==> config.mk <==
export PLATFORM = sky130hd
export DESIGN_NAME = matmul_sched_flat
export DESIGN_NICKNAME = d
export VERILOG_FILES = /design/src/rtl/matmul_sched_pkg.sv /design/src/rtl/matmul_sched_if.sv /design/src/rtl/matmul_sched_rr_pick.sv /design/src/rtl/matmul_sched.sv /design/src/flat_wrapper.sv
export SDC_FILE = /design/constraint.sdc
export NUM_CORES = 1
export LEC_CHECK = 0
export ABC_CLOCK_PERIOD_IN_PS = 3500
export CORE_ASPECT_RATIO = 0.8
export CORE_MARGIN = 2
export CORE_UTILIZATION = 25
export DETAILED_ROUTE_END_ITERATION = 7
export HOLD_SLACK_MARGIN = 0.08
export PLACE_DENSITY = 0.55
export SLEW_MARGIN = 10
export SYNTH_ARGS = -nofsm -noshare
export SYNTH_HDL_FRONTEND = slang
export SYNTH_SLANG_ARGS = --single-unit
==> constraint.sdc <==
create_clock -name clk -period 3.5 [get_ports clk]
set_input_delay 1.05 -clock clk [delete_from_list [all_inputs] [get_ports clk]]
set_output_delay 1.05 -clock clk [all_outputs]
set_load 0.005 [all_outputs]
==> src/rtl/matmul_sched_pkg.sv <==
// Shared definitions for the matmul engine scheduler: FSM state encoding and
// default configuration values.
package matmul_sched_pkg;

   typedef enum logic [1:0] {
      ST_IDLE  = 2'd0,
      ST_SETUP = 2'd1,
      ST_RUN   = 2'd2,
      ST_FIN   = 2'd3
   } state_e;

   localparam int NUM_REQ_DEF     = 4;
   localparam int CNT_BITS_DEF    = 16;
   localparam int TIMEOUT_CYC_DEF = 1024;

endpackage

==> src/rtl/matmul_sched_if.sv <==
// Request/engine/status bundle between the host registers, the matmul engine
// and the scheduler. master = scheduler side, slave = host + engine side.
interface matmul_sched_if
   import matmul_sched_pkg::*;
#(
   parameter int NUM_REQ  = NUM_REQ_DEF,
   parameter int SEL_BITS = $clog2(NUM_REQ),
   parameter int CNT_BITS = CNT_BITS_DEF
);

   logic [NUM_REQ-1:0]  req;
   logic                start_mul;
   logic                mul_done;
   logic [SEL_BITS-1:0] sel;
   logic                busy;
   logic [NUM_REQ-1:0]  done;
   logic                err;
   logic [CNT_BITS-1:0] jobs;

   modport master (
      input  req, mul_done,
      output start_mul, sel, busy, done, err, jobs
   );

   modport slave (
      output req, mul_done,
      input  start_mul, sel, busy, done, err, jobs
   );

endinterface

==> src/rtl/matmul_sched_rr_pick.sv <==
// Combinational round-robin selector: grants the first set request bit
// searching rr+1, rr+2, ... modulo NUM_REQ. Reusable by any shared-resource arbiter.
module rr_pick #(
   parameter int NUM_REQ  = 4,
   parameter int SEL_BITS = $clog2(NUM_REQ)
) (
   input  logic [NUM_REQ-1:0]  req_i,
   input  logic [SEL_BITS-1:0] rr_i,
   output logic [SEL_BITS-1:0] grant_o,
   output logic                valid_o
);

   logic [SEL_BITS-1:0] idx;

   always_comb begin
      // NOTE: every output of a combinational block gets a default first so no latch is inferred.
      grant_o = '0;
      valid_o = 1'b0;
      idx     = '0;
      // Scan from the farthest candidate down so the nearest one after rr wins.
      for (int i = NUM_REQ; i >= 1; i--) begin
         idx = SEL_BITS'((int'(rr_i) + i) % NUM_REQ);
         if (req_i[idx]) begin
            grant_o = idx;
            valid_o = 1'b1;
         end
      end
   end

endmodule

==> src/rtl/matmul_sched.sv <==
// Round-robin scheduler sharing one vector matmul engine among NUM_REQ requesters.
// Optional watchdog enabled by defining MATMUL_SCHED_TIMEOUT_EN.
module matmul_sched
   import matmul_sched_pkg::*;
#(
   parameter int NUM_REQ     = NUM_REQ_DEF,
   parameter int SEL_BITS    = $clog2(NUM_REQ),
   parameter int CNT_BITS    = CNT_BITS_DEF,
   parameter int TIMEOUT_CYC = TIMEOUT_CYC_DEF
) (
   input  logic            clk,
   input  logic            rst,
   matmul_sched_if.master  bus
);

   if (NUM_REQ < 2 || TIMEOUT_CYC < 1) begin : g_cfg_check
      $error("matmul_sched: NUM_REQ must be >= 2 and TIMEOUT_CYC >= 1");
   end

   state_e              state_q;
   logic                start_mul_q;
   logic [SEL_BITS-1:0] sel_q;
   logic [SEL_BITS-1:0] rr_q;
   logic                busy_q;
   logic [NUM_REQ-1:0]  done_q;
   logic [NUM_REQ-1:0]  done_d;
   logic [CNT_BITS-1:0] jobs_q;

   logic [SEL_BITS-1:0] pick_grant;
   logic                pick_valid;

   rr_pick #(
      .NUM_REQ  (NUM_REQ),
      .SEL_BITS (SEL_BITS)
   ) u_rr_pick (
      .req_i   (bus.req),
      .rr_i    (rr_q),
      .grant_o (pick_grant),
      .valid_o (pick_valid)
   );

   assign done_d = NUM_REQ'(1) << sel_q;

`ifdef MATMUL_SCHED_TIMEOUT_EN
   localparam int WDOG_BITS = $clog2(TIMEOUT_CYC + 1);

   logic [WDOG_BITS-1:0] wdog_q;
   logic                 err_q;
   logic                 timeout_hit;

   // Fires on the TIMEOUT_CYC-th RUN cycle without a completion.
   assign timeout_hit = (wdog_q == WDOG_BITS'(TIMEOUT_CYC - 1));
`endif

   // NOTE: sequential state uses non-blocking assignments so every register samples pre-edge values.
   always_ff @(posedge clk or negedge rst) begin
      if (!rst) begin
         state_q     <= ST_IDLE;
         start_mul_q <= 1'b0;
         sel_q       <= '0;
         rr_q        <= SEL_BITS'(NUM_REQ - 1);
         busy_q      <= 1'b0;
         done_q      <= '0;
         jobs_q      <= '0;
`ifdef MATMUL_SCHED_TIMEOUT_EN
         wdog_q      <= '0;
         err_q       <= 1'b0;
`endif
      end else begin
         start_mul_q <= 1'b0;
         done_q      <= '0;
         case (state_q)
            ST_IDLE: begin
               if (pick_valid) begin
                  sel_q       <= pick_grant;
                  busy_q      <= 1'b1;
                  start_mul_q <= 1'b1;
                  state_q     <= ST_SETUP;
               end
            end
            ST_SETUP: begin
               state_q <= ST_RUN;
`ifdef MATMUL_SCHED_TIMEOUT_EN
               wdog_q  <= '0;
`endif
            end
            ST_RUN: begin
               // Completion is registered here so done/busy/jobs are all visible in FIN.
               if (bus.mul_done) begin
                  done_q  <= done_d;
                  jobs_q  <= jobs_q + 1'b1;
                  busy_q  <= 1'b0;
                  rr_q    <= sel_q;
                  state_q <= ST_FIN;
               end
`ifdef MATMUL_SCHED_TIMEOUT_EN
               else if (timeout_hit) begin
                  done_q  <= done_d;
                  busy_q  <= 1'b0;
                  rr_q    <= sel_q;
                  err_q   <= 1'b1;
                  state_q <= ST_FIN;
               end else begin
                  wdog_q  <= wdog_q + 1'b1;
               end
`endif
            end
            ST_FIN: begin
               state_q <= ST_IDLE;
            end
            default: begin
               state_q <= ST_IDLE;
            end
         endcase
      end
   end

   assign bus.start_mul = start_mul_q;
   assign bus.sel       = sel_q;
   assign bus.busy      = busy_q;
   assign bus.done      = done_q;
   assign bus.jobs      = jobs_q;
`ifdef MATMUL_SCHED_TIMEOUT_EN
   assign bus.err       = err_q;
`else
   assign bus.err       = 1'b0;
`endif

endmodule

==> src/flat_wrapper.sv <==
// flat-port wrapper written by rule: the top's interface ports become plain ports
module matmul_sched_flat import matmul_sched_pkg::*;
#(
   parameter int NUM_REQ     = NUM_REQ_DEF,
   parameter int SEL_BITS    = $clog2(NUM_REQ),
   parameter int CNT_BITS    = CNT_BITS_DEF,
   parameter int TIMEOUT_CYC = TIMEOUT_CYC_DEF
)
  (clk, rst, bus_req, bus_mul_done, bus_start_mul, bus_sel, bus_busy, bus_done, bus_err, bus_jobs);
  matmul_sched_if #(.NUM_REQ(NUM_REQ), .SEL_BITS(SEL_BITS), .CNT_BITS(CNT_BITS)) bus_i ();
  input  logic clk;
  input  logic rst;
  input wire logic [$bits(bus_i.req)-1:0] bus_req;
  input wire logic [$bits(bus_i.mul_done)-1:0] bus_mul_done;
  output wire logic [$bits(bus_i.start_mul)-1:0] bus_start_mul;
  output wire logic [$bits(bus_i.sel)-1:0] bus_sel;
  output wire logic [$bits(bus_i.busy)-1:0] bus_busy;
  output wire logic [$bits(bus_i.done)-1:0] bus_done;
  output wire logic [$bits(bus_i.err)-1:0] bus_err;
  output wire logic [$bits(bus_i.jobs)-1:0] bus_jobs;
  assign bus_i.req = bus_req;
  assign bus_i.mul_done = bus_mul_done;
  assign bus_start_mul = bus_i.start_mul;
  assign bus_sel = bus_i.sel;
  assign bus_busy = bus_i.busy;
  assign bus_done = bus_i.done;
  assign bus_err = bus_i.err;
  assign bus_jobs = bus_i.jobs;
  matmul_sched #(.NUM_REQ(NUM_REQ), .SEL_BITS(SEL_BITS), .CNT_BITS(CNT_BITS), .TIMEOUT_CYC(TIMEOUT_CYC)) u_core (.clk(clk), .rst(rst), .bus(bus_i));
endmodule
Yosys cells after proc, flatten, opt, wreduce, memory -nomap -nowiden
Cells that the tools add are included.
{ "word_totals": {"ff_bits": 28, "latchBits": 0, "ram_bits": 0, "mem_bits_ro": 0, "in_bits": 7, "memories": 0} }
{ "classes": {"n_addsub": 5, "mul": 0, "div": 0, "magnitude_cmp": 4, "eq_ne": 5, "n_shift": 1, "muxes": 26, "bitwise": 0, "n_reduce_logical": 6} }
{ "op_table": {"columns": ["operator", "n"], "rows": [
  ["$add 16x1->16 const B", 1],
  ["$lt 2x3->1 const B", 4],
  ["$mux 1", 12],
  ["$mux 2", 6],
  ["$bmux 1 s2", 4],
  ["$mux 4", 2],
  ["$pmux 2 s4", 1],
  ["$reduce_and 2->1", 3],
  ["$add 2x1->2 const B", 2],
  ["$add 2x2->2 const B", 2],
  ["$eq 2x2->1 const B", 2],
  ["$shl 1x2->4 const A", 1],
  ["$reduce_and 3->1", 1],
  ["$eq 2x1->1 const B", 1],
  ["$logic_not 2->1", 1],
  ["$ne 2x1->1 const B", 1],
  ["$ne 2x2->1 const B", 1],
  ["$pmux 1 s2", 1],
  ["$reduce_bool 2->1", 1]
]} }

Logic depth before layout (Yosys ltp)
Gate-level depths: netlist (run 1).
{ "logic_depth": {"ltp_word": 9, "depth_mapped": 7, "ltp_nobuf": 6} }

Modules after synthesis
Synthesis (run 1) repeated with hierarchy kept, for this count alone.
{ "hier_totals": {"cells_unflattened": 116, "area_unflattened_um2": 1270.0} }
{ "modules_own_cells": {"columns": ["mod", "instances", "cells_each", "area_per_inst_um2", "seq_area_each_um2"], "rows": [
  ["matmul_sched", 1, 102, 1178.6, 703.2],
  ["rr_pick", 1, 14, 91.3, 0.0]
]} }

Worst setup path before layout (run 1)
Ideal clock, no wire load.
{ "synth_timing": {"path_type": "input -> register", "start": "input bus_req[0]", "end": "register u_core.state_q[1]", "setup_ps": 125, "arrival_ps": 1852, "required_ps": 3375, "slack_ps": 1523, "stages": 4, "n_path_buf": 0, "path_cell_list": "nor4_2 -> and2_1 -> a21oi_1 -> mux2_4"} }
{ "synth_between": {"elab_chain_cells": 8, "word_cells_on_any_way": 14, "classes_between": "1 x eq/ne; 12 x mux; 1 x reduce/logical"} }
{ "synth_rtl": {"columns": ["item", "line_no", "rtl"], "rows": [
  ["start: declaration", "flat_wrapper.sv:13", "input wire logic [$bits(bus_i.req)-1:0] bus_req;"],
  ["$bmux 1 s2", "matmul_sched_rr_pick.sv:23", "if (req_i[idx]) begin"],
  ["$mux 1 (implied by the code)", "matmul_sched_rr_pick.sv:23", null],
  ["$mux 1 (3 in series)", "matmul_sched_rr_pick.sv:23", null],
  ["$mux 1 *", "matmul_sched_rr_pick.sv:23", null],
  ["$ne 2x1->1 (no line) *", null, null],
  ["$reduce_and 2->1 (no line) *", null, null],
  ["end signal: assignment", "matmul_sched.sv:58", "state_q <= ST_IDLE;"],
  ["end signal: assignment", "matmul_sched.sv:78", "state_q <= ST_SETUP;"],
  ["end signal: assignment", "matmul_sched.sv:82", "state_q <= ST_RUN;"],
  ["end: declaration", "matmul_sched.sv:20", "state_e state_q;"]
]} }
Every way passes the cells marked *; elsewhere a longest branch is shown, timed or not. The select of a mux whose other input is x is not followed.
A chain may end at the register's enable or synchronous reset.

Final worst setup path (run 1)
{ "layout_timing": {"start": "register u_core.sel_q[1], in the netlist u_core.bus.sel[1]", "end": "output bus_sel[1]"} }
{ "layout_rtl": {"columns": ["item", "line_no", "rtl"], "rows": [
  ["start: declaration", "matmul_sched.sv:22", "logic [SEL_BITS-1:0] sel_q;"],
  ["start signal: assignment", "matmul_sched.sv:75", "sel_q <= pick_grant;"],
  ["end: declaration", "flat_wrapper.sv:16", "output wire logic [$bits(bus_i.sel)-1:0] bus_sel;"]
]} }
No word-level cell between the ends.

==> impl_metrics.csv, run 1 <==
group,metric,value,unit
outcome,outcome,"finished clean",
synth,synth_top_area_share,0.516,
critical_path,crit_fanout,6,
cts,clock_sinks,28,
critical_path,crit_family,"buffers and inverters",
global_routing,grt.overflow.total,0,
cells_and_area,antenna_cells,0,
synth,syn_nets,122,
global_routing,grt_pass1_wl,4.31,mm
global_routing,grt_max_degree,29,
die,die_x,83.4,microns
synth,syn_area_per_cell,11.4,sq um
synth,ys_warn_count,0,
place,place_ws,980,ps
sta,rsz0062_at_grt,"no",
job,drv_cap,0,
sta,fin_crit_sh,0.659,
synth,synth-seq-area-share,0.558,
cts,tritoncts,"done",
synth,yosysTopAreaCell,"dfrtp_1",
critical_path,cp_slowest_stage_delay,540,ps
die,ios,32,
critical_path,cpMaxStageDelayCell,"clkdlybuf4s50_1",
sta,slew_violations,0,
route,drcViolationCount,0,
synth,async_reset_ff_frac,1.00,
critical_path,r2r-start,"u_core.state_q[0]",
critical_path,r2r_setup_slack,1820,ps
cts,cts_root_buffer,"clkbuf_8",
min_path,hold_path_class,"register to register",
die,start_util,0.256,
global_routing,antenna_found_initial,0,
cts,post_cts_buffers,0,
critical_path,critPathBufInv,1,
cts,clkTransAtPathRegs,90,ps
synth,yosys.cell_count.top_type,"dfrtp_1",
power_and_ir_drop,p_leak,0.726,nW
synth,syn_inst,111,
cts,cts_buffers,3,
place,place_congestion,0.763,
route,viasPerCell,4.46,
global_routing,grt_use_total,0.0962,
critical_path,cp_num_cells,1,
die,dieArea,5630,sq um
critical_path,crit_start,"u_core.bus.sel[1]",
critical_path,required,2450,ps
min_path,hold_start,"u_core.bus.jobs[8]",
sta,fmax,434,MHz
synth,synthFlopType,"dfrtp_1",
critical_path,crit_path_start_kind,"register",
cells_and_area,drive_gt1_frac,0.0909,
place,place_hpwl,1.84,mm
route,firstDrtPassIters,4,
synth,synth_area,1260,sq um
sta,final.setup.tns,0,ps
cells_and_area,synthToLayoutAreaGrowth,33.5,%
cts,cts_buffer_depth,2,
synth,ys_top_cells_by_area,"dfrtp_1 52%, xnor2_1 9.7%, dfstp_2 4.2%",
sta,setup_viol,0,
sta,hold_viol,0,
route,vias,914,
place,port_buffers,30,
synth,synth_common_cells,"26 x dfrtp_1, 14 x xnor2_1, 13 x nand2_1",
route,ant_nets,0,
synth,synth_edf_count,0,
sta,finalWorstSetupSlack,1190,ps
min_path,holdPathEnd,"u_core.bus.jobs[8]",
global_routing,grt_pass1_vias,896,
power_and_ir_drop,power.density,607,nW/um^2
sta,final.setup_skew,5.46,ps
power_and_ir_drop,peakVddDrop,0.279,mV
cells_and_area,finalNetCount,155,
die,die_h,67.5,microns
critical_path,r2r_cells,6,
critical_path,crit_chain,"clkdlybuf4s50_1",
die,core-area,4920,sq um
cts,worst_skew_pair.late_latency,270,ps
synth,ys_ff_latch,28,
die,rows,23,
critical_path,critPathArrivalTime,1260,ps
synth,yosysUniqueCellTypes,30,
critical_path,reg2reg_to,"u_core.bus.jobs[15]",
route,drt_wl_total,2.42,mm
route,drt_iter0_drc,28,
sta,finalCriticalPeriod,2310,ps
cts,hold_buffers,0,
cts,cts_max_level,1,
critical_path,criticalPathCategory,"register to output pin",
critical_path,worstSetupEndpointType,"output pin",
route,wl_per_cell,11.8,microns
min_path,hold_depth,1,
cts,cts-resized-gates,0,
cells in the final DEF, fill, tap and decap left out, drive strengths merged:
cell / netlist / layout
clkdlybuf4s50: 0 / 30
dfrtp: 26 / 26
xnor2: 14 / 14
nand2: 13 / 13
nand3: 5 / 5
inv: 4 / 4
nor2: 4 / 4
and3: 4 / 4
a21oi: 4 / 4
ha: 4 / 4
clkbuf: 1 / 4
and2: 3 / 3
nand4: 3 / 3
nand2b: 3 / 3
o21ai: 3 / 3
mux2: 3 / 3
and4: 3 / 3
nor2b: 2 / 2
dfstp: 2 / 2
nor3: 1 / 1
nor4: 1 / 1
xor2: 1 / 1
a31oi: 1 / 1
o32a: 1 / 1
mux2i: 1 / 1
o221ai: 1 / 1
conb: 1 / 1
buf: 2 / 1
final cells by class:
cell class	count	area [sq um]
fill	508	3240
multi-input combinational	76	523
tap	62	77.6
sequential	28	703
inverter	4	15.0
timing repair buffer	31	308
clock buffer	4	55.1
registers in the layout (all words and copies together) (netlist names):
register,flops
u_core.bus.busy,1
u_core.state_q,2
u_core.bus.done,4
u_core.bus.sel,2
u_core.rr_q,2
u_core.bus.jobs,16
u_core.bus.start_mul,1
per-layer routing:
metal	vias to the layer above	GRT usage	share of wire	wire length, microns
li1	438	-	-	-
met1	446	0.125	0.49	1180
met2	28	0.156	0.44	1070
met3	2	0.0355	0.063	151
met4	0	0.0184	0.0029	7
met5	-	0	0	0
how the worst max path moves through the flow:
stage / end / slack, ps
global route: bus_jobs[5] / 1120
finish: bus_sel[1] / 1190
floorplan: u_core.state_q[1] / 1520
global placement: u_core.state_q[1] / 1000
detailed placement: u_core.state_q[1] / 980
CTS: bus_jobs[5] / 1180
logic make-up after synthesis:
kind of cell	Yosys count	share of synthesized area
other	1	0.00298
buffers and inverters	7	0.0268
multiplexers	4	0.0377
AND/OR/NAND/NOR	42	0.183
flip-flops	28	0.558
XOR/XNOR	15	0.104
adder cells (fa/ha/maj)	4	0.0397
AO/OA/AOI/OAI	10	0.0477
power by group:
| group | total (mW) | switching [mW] | internal, mW |
|---|---|---|---|
| registers | 0.489 | 0.0782 | 0.411 |
| clock network | 0.193 | 0.0921 | 0.100 |
| logic | 0.339 | 0.131 | 0.208 |
per-stage QoR:
step	power (mW)	instance area, sq um	utilization	std cells	hold slack [ps]
2_1_floorplan	0.665	1260	-	111	468
3_3_place_gp	0.829	1630	0.331	201	466
3_5_place_dp	0.837	1630	0.331	201	487
4_1_cts	1.04	1680	0.342	205	500
5_1_grt	1.11	1680	0.342	205	513
6_report	1.02	1680	0.342	205	494
No activity file was read; power rests on OpenSTA's default activity.
==> run 2: changes to the inputs <==
--- a/config.mk
+++ b/config.mk
@@ -5,13 +5,13 @@
 export SDC_FILE = /design/constraint.sdc
 export NUM_CORES = 1
 export LEC_CHECK = 0
-export ABC_CLOCK_PERIOD_IN_PS = 3500
+export ABC_CLOCK_PERIOD_IN_PS = 2000
 export CORE_ASPECT_RATIO = 0.8
 export CORE_MARGIN = 2
 export CORE_UTILIZATION = 25
 export DETAILED_ROUTE_END_ITERATION = 7
 export HOLD_SLACK_MARGIN = 0.08
-export PLACE_DENSITY = 0.55
+export PLACE_DENSITY = 0.57
 export SLEW_MARGIN = 10
 export SYNTH_ARGS = -nofsm -noshare
 export SYNTH_HDL_FRONTEND = slang
==> constraint.sdc (replaced) <==
create_clock -name clk -period 2 [get_ports clk]
set_input_delay 0.6 -clock clk [delete_from_list [all_inputs] [get_ports clk]]
set_output_delay 0.6 -clock clk [all_outputs]
set_load 0.005 [all_outputs]
==> impl_metrics.csv, run 2 (synthesis results as in run 1) <==
group,metric,value,unit
global_routing,grt_pass1_vias,1007,
cts,hold_buffers,0,
sta,slew_violations,0,
die,dieArea,5630,sq um
critical_path,criticalPathCategory,"register to output pin",
cts,cts_buffers,3,
cells_and_area,antenna_cells,0,
cts,cts_buffer_depth,2,
power_and_ir_drop,p_comb_frac,0.328,
route,viasPerCell,4.42,
cells_and_area,finalNetCount,162,
die,rows,23,
global_routing,grt_pass1_wl,4.50,mm
cts,worst_skew_pair.late_latency,270,ps
critical_path,crit_chain,"clkdlybuf4s50_1",
cells_and_area,largest_register_ffs,16,
power_and_ir_drop,power.density,1110,nW/um^2
sta,rsz0062_at_grt,"no",
sta,final.setup_skew,2.25,ps
route,drt_iter0_drc,46,
place,place_congestion,0.744,
power_and_ir_drop,power_frac_seq,0.446,
cells_and_area,seq_area,703,sq um
cells_and_area,n_fill_cell,480,
sta,finalCriticalPeriod,1860,ps
cells_and_area,final_common_cell,"clkdlybuf4s50_1",
sta,fin_crit_sh,0.930,
route,vias,938,
cells_and_area,drive_gt1_frac,0.133,
die,die_h,67.5,microns
outcome,outcome,"finished clean",
power_and_ir_drop,peakVddDrop,0.355,mV
critical_path,worstSetupEndpointType,"output pin",
die,die_x,83.4,microns
route,drt_wl_total,2.65,mm
cells_and_area,mostFrequentLayoutCells,"30 x clkdlybuf4s50_1, 26 x dfrtp_1, 14 x xnor2_1",
cells_and_area,synthToLayoutAreaGrowth,38.9,%
route,ant_nets,0,
cts,clock_sinks,28,
critical_path,crit_path_start_kind,"register",
route,drcViolationCount,0,
route,firstDrtPassIters,4,
cts,clkTransAtPathRegs,90,ps
power_and_ir_drop,pwr-share-clk,0.226,
job,drv_cap,0,
global_routing,antenna_found_initial,0,
sta,finalWorstSetupSlack,141,ps
global_routing,grt_use_total,0.102,
cells_and_area,multi_input_area,523,sq um
cts,cts-resized-gates,0,
power_and_ir_drop,p_int,1.37,mW
cts,post_cts_buffers,0,
place,place_ws,-35.8,ps
sta,setup_viol,0,
min_path,hold_path_class,"register to register",
critical_path,cpMaxStageDelayCell,"clkdlybuf4s50_1",
critical_path,crit_fanout,6,
cts,cts_max_level,1,
route,wl_per_cell,12.5,microns
die,core-area,4920,sq um
critical_path,critPathBufInv,1,
power_and_ir_drop,swShare,0.291,
critical_path,crit_family,"buffers and inverters",
global_routing,grt.overflow.total,0,
cts,cts_root_buffer,"clkbuf_8",
critical_path,required,1400,ps
critical_path,r2r_setup_slack,270,ps
cells_and_area,final_util,0.356,
die,ios,32,
sta,hold-worst-slack,476,ps
die,start_util,0.256,
cts,tritoncts,"done",
global_routing,grt_max_degree,29,
place,place_hpwl,2.07,mm
critical_path,critPathArrivalTime,1260,ps
power_and_ir_drop,p_switching,564,uW
place,port_buffers,30,
power_and_ir_drop,p_leak,0.767,nW
sta,fmax,538,MHz
critical_path,cp_slowest_stage_delay,540,ps
sta,hold_viol,0,
==> run 2: changes by cell type in the layout (fill, tap and decap cells not counted) <==
cell / previous run / this run
bufinv_16: 0 / 1
buf_4: 1 / 8
clkbuf_8: 4 / 3
==> run 2: final cells by class <==
class | instances | share of cell area
inverters | 4 | 0.00858
clock buffers | 3 | 0.0236
clock inverters | 1 | 0.0172
multi-input cells | 76 | 0.299
flip-flops and latches | 28 | 0.402
well taps | 62 | 0.0443
repair buffers | 38 | 0.206
==> run 2: path summary, 6_finish.rpt <==
path | endpoint | depth (start not counted) | from
max | bus_jobs[5] | 1 | u_core.bus.jobs[5]
min | u_core.bus.jobs[15] | 1 | u_core.bus.jobs[15]
min reg2reg | u_core.bus.jobs[15] | 1 | u_core.bus.jobs[15]
max in group asynchronous | u_core.rr_q[1] | 2 | rst
max reg2reg | u_core.bus.jobs[15] | 6 | u_core.state_q[0]
min in group asynchronous | u_core.bus.done[2] | 2 | rst
==> run 2: power by group through the flow <==
stage | sequential, mW | clock (mW) | combinational, mW
floorplan | 0.844 | 0 | 0.321
global placement | 0.862 | 0 | 0.611
detailed placement | 0.871 | 0 | 0.642
CTS | 0.864 | 0.455 | 0.646
global route | 0.888 | 0.473 | 0.707
finish | 0.863 | 0.438 | 0.635
==> run 2: through the flow <==
stage | power, mW | instances | cell area, sq um | TNS, ps
after floorplan | 1.16 | 111 | 1260 | 0
final | 1.94 | 212 | 1750 | 0
after detailed placement | 1.51 | 208 | 1680 | -77.2
after global placement | 1.47 | 208 | 1680 | -32.9
after global routing | 2.07 | 212 | 1750 | 0
after CTS | 1.97 | 212 | 1750 | 0
==> run 2: routing by layer <==
layer | track usage | wire (microns) | part of all wire
met5 | 0 | 0 | 0
met4 | 0.0410 | 34 | 0.013
met3 | 0.0379 | 170 | 0.064
met2 | 0.173 | 1250 | 0.47
met1 | 0.118 | 1200 | 0.45
==> run 3: changes to the inputs <==
--- a/config.mk
+++ b/config.mk
@@ -9,6 +9,7 @@
 export CORE_ASPECT_RATIO = 0.8
 export CORE_MARGIN = 2
 export CORE_UTILIZATION = 25
+export CTS_CLUSTER_DIAMETER = 200
 export DETAILED_ROUTE_END_ITERATION = 7
 export HOLD_SLACK_MARGIN = 0.08
 export PLACE_DENSITY = 0.57
==> results of run 3 <==
Final layout, timing and power as in run 2 (identical DEF).
